$ cat config.mk
export PLATFORM = sky130hd
export DESIGN_NAME = adder_arbiter_flat
export DESIGN_NICKNAME = d
export VERILOG_FILES = /design/src/rtl/adder_arbiter_if.sv /design/src/rtl/adder_arbiter.sv /design/src/flat_wrapper.sv
export SDC_FILE = /design/constraint.sdc
export NUM_CORES = 1
export LEC_CHECK = 0
export ABC_AREA = 1
export BUFFER_PORTS_ARGS = -buffer_cell sky130_fd_sc_hd__buf_2
export CELL_PAD_IN_SITES_DETAIL_PLACEMENT = 2
export CELL_PAD_IN_SITES_GLOBAL_PLACEMENT = 2
export CORE_ASPECT_RATIO = 0.7
export CORE_MARGIN = 2
export CORE_UTILIZATION = 22
export DETAILED_ROUTE_END_ITERATION = 12
export GPL_ROUTABILITY_DRIVEN = 0
export PLACE_DENSITY = 0.88
export SKIP_CTS_REPAIR_TIMING = 1
export SLEW_MARGIN = 0
export SYNTH_ARGS = -nofsm -noshare
export SYNTH_HDL_FRONTEND = slang
export SYNTH_SLANG_ARGS = --single-unit
$ cat constraint.sdc
create_clock -name clk -period 5.3 [get_ports clk]
set_clock_uncertainty 0.15 [all_clocks]
set_input_delay 0 -clock clk [delete_from_list [all_inputs] [get_ports clk]]
set_output_delay 0 -clock clk [all_outputs]
set_load 0.02 [all_outputs]
$ cat src/rtl/adder_arbiter_if.sv
// Requester/consumer bundle for the shared-adder arbiter.
// The requester and consumer side uses master; the arbiter uses slave.
interface adder_arbiter_if #(
  parameter int WIDTH = 64,
  parameter int NREQ  = 4,
  parameter int IDW   = 3
);
  logic [NREQ-1:0]       req_valid;
  logic [NREQ*WIDTH-1:0] req_in0;
  logic [NREQ*WIDTH-1:0] req_in1;
  logic [NREQ-1:0]       req_ready;
  logic                  rsp_valid;
  logic [IDW-1:0]        rsp_id;
  logic [WIDTH-1:0]      rsp_sum;
  logic                  rsp_carry;
  logic                  rsp_overflow;
  logic                  rsp_ready;

  modport master (
    output req_valid, req_in0, req_in1, rsp_ready,
    input  req_ready, rsp_valid, rsp_id, rsp_sum, rsp_carry, rsp_overflow
  );

  modport slave (
    input  req_valid, req_in0, req_in1, rsp_ready,
    output req_ready, rsp_valid, rsp_id, rsp_sum, rsp_carry, rsp_overflow
  );
endinterface

$ cat src/rtl/adder_arbiter.sv
// Round-robin arbiter sharing one WIDTH-bit adder between NREQ requesters.
// The result is held in a single output register until the consumer accepts it.
module adder_arbiter #(
  parameter int WIDTH = 64,
  parameter int NREQ  = 4,
  parameter int IDW   = 3
) (
  input  logic           clk,
  input  logic           reset,
  adder_arbiter_if.slave bus
);
  localparam logic [0:0] EMPTY = 1'b0;
  localparam logic [0:0] FULL  = 1'b1;

  function automatic logic [WIDTH+1:0] add_fn(input logic signed [WIDTH-1:0] a,
                                              input logic signed [WIDTH-1:0] b);
    logic [WIDTH:0] s;
    logic           ovf;
    s   = {1'b0, a} + {1'b0, b};
    ovf = (a[WIDTH-1] == b[WIDTH-1]) && (s[WIDTH-1] != a[WIDTH-1]);
    return {ovf, s};
  endfunction

  logic [0:0]              state_p1;
  logic [IDW-1:0]          last_grant;
  logic                    vld_p1;
  logic [IDW-1:0]          id_p1;
  logic [WIDTH-1:0]        sum_p1;
  logic                    carry_p1;
  logic                    ovf_p1;

  logic [NREQ-1:0]         grant;
  logic [NREQ-1:0]         req_ready;
  logic [IDW-1:0]          winner_p0;
  logic                    found;
  logic [IDW:0]            idx_w;
  logic [IDW-1:0]          idx;
  logic                    accept_ok;
  logic                    xfer_p0;
  logic signed [WIDTH-1:0] a_p0;
  logic signed [WIDTH-1:0] b_p0;
  logic [WIDTH+1:0]        res_p0;

  // Stage p0: round-robin pick starting just after the last winner, operand mux, add
  always_comb begin
    found     = 1'b0;
    winner_p0 = '0;
    idx_w     = '0;
    idx       = '0;
    for (int k = 1; k <= NREQ; k++) begin
      idx_w = {1'b0, last_grant} + (IDW+1)'(k);
      if (idx_w >= (IDW+1)'(NREQ)) idx_w = idx_w - (IDW+1)'(NREQ);
      idx = idx_w[IDW-1:0];
      for (int i = 0; i < NREQ; i++) begin
        if (!found && (IDW'(i) == idx) && bus.req_valid[i]) begin
          found     = 1'b1;
          winner_p0 = idx;
        end
      end
    end
  end

  always_comb begin
    grant = '0;
    a_p0  = '0;
    b_p0  = '0;
    for (int i = 0; i < NREQ; i++) begin
      grant[i] = found && (winner_p0 == IDW'(i));
      if (grant[i]) begin
        a_p0 = bus.req_in0[i*WIDTH +: WIDTH];
        b_p0 = bus.req_in1[i*WIDTH +: WIDTH];
      end
    end
  end

  assign vld_p1    = (state_p1 == FULL);
  assign accept_ok = !vld_p1 || bus.rsp_ready;
  assign req_ready = grant & {NREQ{accept_ok && !reset}};
  assign xfer_p0   = |req_ready;
  assign res_p0    = add_fn(a_p0, b_p0);

  // Stage p1: output register, refilled in the same cycle it drains
  always_ff @(posedge clk or posedge reset) begin
    if (reset) begin
      state_p1   <= EMPTY;
      last_grant <= IDW'(NREQ-1);
      id_p1      <= '0;
      sum_p1     <= '0;
      carry_p1   <= 1'b0;
      ovf_p1     <= 1'b0;
    end else begin
      case (state_p1)
        EMPTY:   if (xfer_p0) state_p1 <= FULL;
        default: if (bus.rsp_ready && !xfer_p0) state_p1 <= EMPTY;
      endcase
      if (xfer_p0) begin
        last_grant <= winner_p0;
        id_p1      <= winner_p0;
        sum_p1     <= res_p0[WIDTH-1:0];
        carry_p1   <= res_p0[WIDTH];
        ovf_p1     <= res_p0[WIDTH+1];
      end
    end
  end

  assign bus.req_ready    = req_ready;
  assign bus.rsp_valid    = vld_p1;
  assign bus.rsp_id       = id_p1;
  assign bus.rsp_sum      = sum_p1;
  assign bus.rsp_carry    = carry_p1;
  assign bus.rsp_overflow = ovf_p1;
endmodule

$ cat src/flat_wrapper.sv
// flat-port wrapper written by rule: the top's interface ports become plain ports
module adder_arbiter_flat 
#(
  parameter int WIDTH = 64,
  parameter int NREQ  = 4,
  parameter int IDW   = 3
)
  (clk, reset, bus_req_valid, bus_req_in0, bus_req_in1, bus_rsp_ready, bus_req_ready, bus_rsp_valid, bus_rsp_id, bus_rsp_sum, bus_rsp_carry, bus_rsp_overflow);
  adder_arbiter_if #(.WIDTH(WIDTH), .NREQ(NREQ), .IDW(IDW)) bus_i ();
  input  logic clk;
  input  logic reset;
  input wire logic [$bits(bus_i.req_valid)-1:0] bus_req_valid;
  input wire logic [$bits(bus_i.req_in0)-1:0] bus_req_in0;
  input wire logic [$bits(bus_i.req_in1)-1:0] bus_req_in1;
  input wire logic [$bits(bus_i.rsp_ready)-1:0] bus_rsp_ready;
  output wire logic [$bits(bus_i.req_ready)-1:0] bus_req_ready;
  output wire logic [$bits(bus_i.rsp_valid)-1:0] bus_rsp_valid;
  output wire logic [$bits(bus_i.rsp_id)-1:0] bus_rsp_id;
  output wire logic [$bits(bus_i.rsp_sum)-1:0] bus_rsp_sum;
  output wire logic [$bits(bus_i.rsp_carry)-1:0] bus_rsp_carry;
  output wire logic [$bits(bus_i.rsp_overflow)-1:0] bus_rsp_overflow;
  assign bus_i.req_valid = bus_req_valid;
  assign bus_i.req_in0 = bus_req_in0;
  assign bus_i.req_in1 = bus_req_in1;
  assign bus_i.rsp_ready = bus_rsp_ready;
  assign bus_req_ready = bus_i.req_ready;
  assign bus_rsp_valid = bus_i.rsp_valid;
  assign bus_rsp_id = bus_i.rsp_id;
  assign bus_rsp_sum = bus_i.rsp_sum;
  assign bus_rsp_carry = bus_i.rsp_carry;
  assign bus_rsp_overflow = bus_i.rsp_overflow;
  adder_arbiter #(.WIDTH(WIDTH), .NREQ(NREQ), .IDW(IDW)) u_core (.clk(clk), .reset(reset), .bus(bus_i));
endmodule
# After elaboration in Yosys (flattened, before gate mapping)
# Cells that the tools add are included.
[totals]
inputBits = 519
wordCells = 147
register_bits = 73
[op_classes]
n_mux = 47
n_addsub = 9
magnitude_cmp = 4
n_reduce_logical = 63
n_eq_ne = 17
n_bitwise = 1
[ops]
columns = ["operator", "count"]
rows = [
  ["64-bit two-way mux", 8],
  ["64-bit by 64-bit adder with 65-bit output", 1],
  ["3-bit two-way mux", 20],
  ["1-bit logical AND", 38],
  ["2-bit by 3-bit equality test with 1-bit output, first input constant", 8],
  ["1-bit two-way mux", 19],
  ["1-bit logical NOT", 18],
  ["4-bit by 3-bit >= comparator with 1-bit output, second input constant", 4],
  ["3-bit logical NOT", 5],
  ["1-bit by 3-bit equality test with 1-bit output, first input constant", 4],
  ["3-bit subtractor, second input constant", 4],
  ["3-bit by 2-bit adder with 4-bit output, second input constant", 2],
  ["3-bit by 2-bit equality test with 1-bit output, second input constant", 2],
  ["3-bit by 1-bit adder with 4-bit output, second input constant", 1],
  ["3-bit by 3-bit adder with 4-bit output, second input constant", 1],
  ["4-bit AND", 1],
  ["4-bit OR reduction", 1],
  ["3-bit by 1-bit equality test with 1-bit output, second input constant", 1],
  ["1-bit equality test", 1],
  ["1-bit logical OR", 1],
  ["1-bit != test", 1],
]

# Depth between registers and ports, before layout
[logic_depth]
ltp_word = 75
ltp_mapped = 36
mapped_depth_nobuf = 34

# Worst setup path before layout
# OpenSTA, ideal clock, no wires.
[synth_path]
kind = "reg-to-reg"
startpoint = "reg u_core.bus.rsp_id[2] (netlist name)"
endpoint = "reg u_core.sum_p1[52] (netlist: u_core.bus.rsp_sum[52])"
setup_ns = 0.123
n_path_buf = 2
path_slack_ns = 0.706
synth_period_minus_slack_ns = 4.594
arrival_ns = 4.321
stages_incl_launch_ff = 31
required_ns = 5.027
cell_sequence = "dfrtp_1 -> inv_1 -> ha_1 -> nand2_1 -> o21ai_2 -> nand2_1 -> clkinv_1 -> nor2_1 -> a21oi_1 -> nand3_2 -> nand2_4 -> inv_2 -> nand2_1 -> inv_2 -> buf_2 -> buf_2 -> a21oi_1 -> nand2_1 -> ha_1 -> fa_1 -> nand3_1 -> nand3_1 -> a21boi_1 -> o21ai_0 -> nand2_1 -> nand2_1 -> nand3_1 -> nand3_1 -> a21oi_1 -> xor2_1 -> o21ai_1"
[synth_rtl]
columns = ["element", "line_no", "rtl"]
rows = [
  ["to (signal assigned)", "adder_arbiter.sv:99", "sum_p1 <= res_p0[WIDTH-1:0];"],
  ["to (decl)", "adder_arbiter.sv:28", "logic [WIDTH-1:0] sum_p1;"],
]

# Worst setup path after layout
[layout_path]
startpoint = "reg u_core.last_grant[1]"
endpoint = "reg u_core.sum_p1[58] (netlist: u_core.bus.rsp_sum[58])"
[layout_via]
elab_chain_len = 73
[layout_rtl]
columns = ["element", "line_no", "rtl"]
rows = [
  ["from (decl)", "adder_arbiter.sv:25", "logic [IDW-1:0] last_grant;"],
  ["from (signal assigned)", "adder_arbiter.sv:86", "last_grant <= IDW'(NREQ-1);"],
  ["from (signal assigned)", "adder_arbiter.sv:97", "last_grant <= winner_p0;"],
  ["3-bit by 1-bit adder with 4-bit output", "adder_arbiter.sv:51", "idx_w = {1'b0, last_grant} + (IDW+1)'(k);"],
  ["4-bit by 3-bit >= comparator with 1-bit output / 3-bit subtractor (equally long branches)", "adder_arbiter.sv:52", "if (idx_w >= (IDW+1)'(NREQ)) idx_w = idx_w - (IDW+1)'(NREQ);"],
  ["3-bit two-way mux", "adder_arbiter.sv:52", ""],
  ["3-bit logical NOT", "adder_arbiter.sv:55", "if (!found && (IDW'(i) == idx) && bus.req_valid[i]) begin"],
  ["1-bit logical AND", "adder_arbiter.sv:55", ""],
  ["1-bit two-way mux", "adder_arbiter.sv:55", ""],
  ["1-bit logical NOT", "adder_arbiter.sv:55", ""],
  ["1-bit logical AND (2 in series)", "adder_arbiter.sv:55", ""],
  ["(+52 left out)", "n/a", ""],
  ["1-bit two-way mux", "adder_arbiter.sv:55", ""],
  ["1-bit logical NOT", "adder_arbiter.sv:55", ""],
  ["1-bit logical AND (2 in series)", "adder_arbiter.sv:55", ""],
  ["3-bit two-way mux", "adder_arbiter.sv:55", ""],
  ["3-bit logical NOT", "adder_arbiter.sv:68", "grant[i] = found && (winner_p0 == IDW'(i));"],
  ["1-bit logical AND", "adder_arbiter.sv:68", ""],
  ["64-bit two-way mux (4 in series)", "adder_arbiter.sv:69", "if (grant[i]) begin"],
  ["64-bit by 64-bit adder with 65-bit output", "adder_arbiter.sv:19", "s = {1'b0, a} + {1'b0, b};"],
]
# Several ways; a longest one is shown, not always the timed one.
# A chain may end at the register's enable or synchronous reset.

==> impl_metrics.toml <==
[worst_setup_path]
worstPathRequired_ns = 5.40
critPathArrivalTime_ns = 5.42
endpoint_kind = "flip-flop"
worstSetupPathType = "reg2reg"
cp_max_fo = 14
cp-start-kind = "flip-flop"
rrSetupSlack_ns = -0.02

[logic_synthesis]
avgSynthCellArea_sq_um = 5.65
ys_seq_area_share_pct = 16.3
synth.distinct_cells = 47
syn_area_sq_um = 11100
ys_top_cells_by_area = "nand2_1 19%, dfrtp_1 16%, inv_1 13%, a21oi_1 9.0%, ha_1 8.0%"
syn_inst = 1958
yosys.area.top_type_share_pct = 18.8
synth_edf_count = 0
synth_top_flop_cell = "dfrtp_1"
syn_nets = 2549
synth_largest_area_cell = "nand2_1"
yosys_warnings = 0
async_reset_ff_share_pct = 100
synth-seq-cells = 72

[floorplanning]
dieArea_sq_um = 52100
die_height_um = 192
coreArea_sq_um = 49400
start_util_pct = 22.4
io_pins = 593
die_w_um = 272
num_rows = 68

[final_layout]
syn2layout_area_growth_pct = 54.4
final_cell_mix = "592 x buf_2, 522 x nand2_1, 385 x inv_1, 173 x a21oi_1, 121 x o22ai_1"
fin_area_sq_um = 17100
layout.nets = 3172
nFillCells = 6078
seq_area_sq_um = 1800
layout_commonest_cell = "buf_2"
drive_above_1_share_pct = 36.0
multi_input_area_sq_um = 8530

[grt]
grt-ovfl-total = 0
grt_pass1_vias = 17100
grt_usage_pct = 26.3
antenna_found_initial = 23
grt_max_degree = 94
grt_pass1_wl_mm = 104

[cts]
numCtsBuffers = 9
cts_max_level = 3
clock_latency_ns = 0.35
cts_tree = "done"
cts.sinks = 72
cts_buffer_depth = 2
clock-root-buffer = "clkbuf_16"
clk_pin_slew_worst_paths_ns = 0.07

[routing]
drc_errors = 0
wl_mm = 81.2
ant_nets = 0
via_per_inst = 5.04
drt-initial-drc-count = 1070
wire_per_inst_um = 24.9
dr.pass1.iters = 5
vias = 16500

[worst_hold_path]
min_path_type = "in2reg"

[sta]
post-route-period-util_pct = 100
setup_viol = 3
layout_setup_ws_ns = -0.0205
fmax_mhz = 188
timing.hold.ws_ns = -0.0403
slew_headroom_pct = 41.0
tightest_slew_ns = 0.886
hold_viol = 1
finalMaxSlewViolations = 0
fin_tns_setup_ns = -0.0275
rsz0062_at_grt = "yes"
finalCriticalPeriod_ns = 5.32

[placement]
place_hpwl_mm = 62.4
port_buffers = 592
dpl-instance-area_sq_um = 14900

[run_status]
outcome = "complete, but fails checks"
violations = "hold timing, setup timing"

[job]
cap_violations = 0
-- flip-flops by register name (all words and copies together), names as in the netlist --
name / count
u_core.bus.rsp_carry: 1
u_core.bus.rsp_id: 3
u_core.bus.rsp_overflow: 1
u_core.bus.rsp_sum: 64
u_core.bus.rsp_valid: 1
u_core.last_grant: 2
-- area by class of cell --
cell class	count	share of cell area, %
multi-input cells	1418	50.0
repair buffers	679	23.8
well taps	665	4.87
clock buffers	13	1.58
inverters	401	8.87
flip-flops and latches	72	10.6
clock inverters	3	0.0879
diodes	15	0.220
-- cells in the mapped netlist, types with 6 or more instances --
cell / number
a21oi_1: 199
clkbuf_1: 14
xor2_1: 14
dfrtp_1: 70
inv_1: 393
o211ai_1: 6
nor3_1: 10
o22ai_1: 125
inv_2: 6
o21ai_0: 84
buf_6: 7
buf_2: 30
ha_1: 71
o21bai_1: 8
a31oi_1: 29
nor2_1: 139
nand2_1: 554
nand3_1: 50
o21ai_1: 20
nand3_2: 9
nand4_1: 13
xnor2_1: 33
buf_1: 10
a21o_1: 13
-- worst paths after layout --
check,cells after the start,to,from
min reg2reg,2,u_core.bus.rsp_id[0],u_core.bus.rsp_id[0]
max,25,u_core.bus.rsp_sum[58],u_core.last_grant[1]
min,6,u_core.bus.rsp_sum[0],bus_req_in1[128]
max reg2reg,25,u_core.bus.rsp_sum[58],u_core.last_grant[1]
min in group asynchronous,3,u_core.bus.rsp_sum[4],reset
max in group asynchronous,4,u_core.bus.rsp_sum[14],reset
-- stage by stage --
step | setup WS [ns] | cells | utilization (%)
6_report | -0.0205 | 3266 | 34.6
3_5_place_dp | -0.375 | 3189 | 30.2
4_1_cts | -0.395 | 3205 | 30.8
2_1_floorplan | 0.706 | 1958 | -
5_1_grt | -0.272 | 3265 | 34.5
3_3_place_gp | 0.0354 | 3189 | 30.2
-- layer usage --
layer  GRT usage, %  wire (um)  share of wire (%)  up-vias
met5              0         21              0.026        -
met4           8.92       2670                3.3        4
met3           4.45       5000                6.2      125
met2           43.1      37600                 46      648
met1           34.9      35900                 44     8138
li1               -          -                  -     7558
-- logic make-up (layout without fill, tap and decap cells) --
group	after synthesis	count (layout)	share of synthesized area, %
AOI/OAI and AO/OA	503	503	25.7
xor gates and xnor gates	47	47	3.72
adders and majority gates	72	72	8.21
buffers and inverters	468	1096	16.9
DFF	72	72	16.3
other	0	15	0
and+or+nand+nor	796	796	29.2
-- critical path, cell delays in order (launching register included) --
cell and delay, ns:
dfstp_2 0.59, ha_2 0.22, ha_1 0.13, nand2_1 0.10, o21ai_2 0.16, nand3_2 0.10, nor2_4 0.19, nand4_1 0.36
nand3_4 0.33, buf_12 0.17, buf_12 0.12, clkbuf_16 0.18, o22ai_1 0.10, a21oi_1 0.26, nand2_1 0.13, ha_1 0.34
buf_4 0.19, nand2_1 0.07, nand2_1 0.09, a31oi_2 0.28, o21ai_0 0.23, a21boi_0 0.27, o211ai_1 0.13, xor2_1 0.16
nand2_1 0.07, nand2_1 0.05
Power is not shown: default switching activity piles up to over one toggle a cycle in this logic, so the estimate is an artifact.
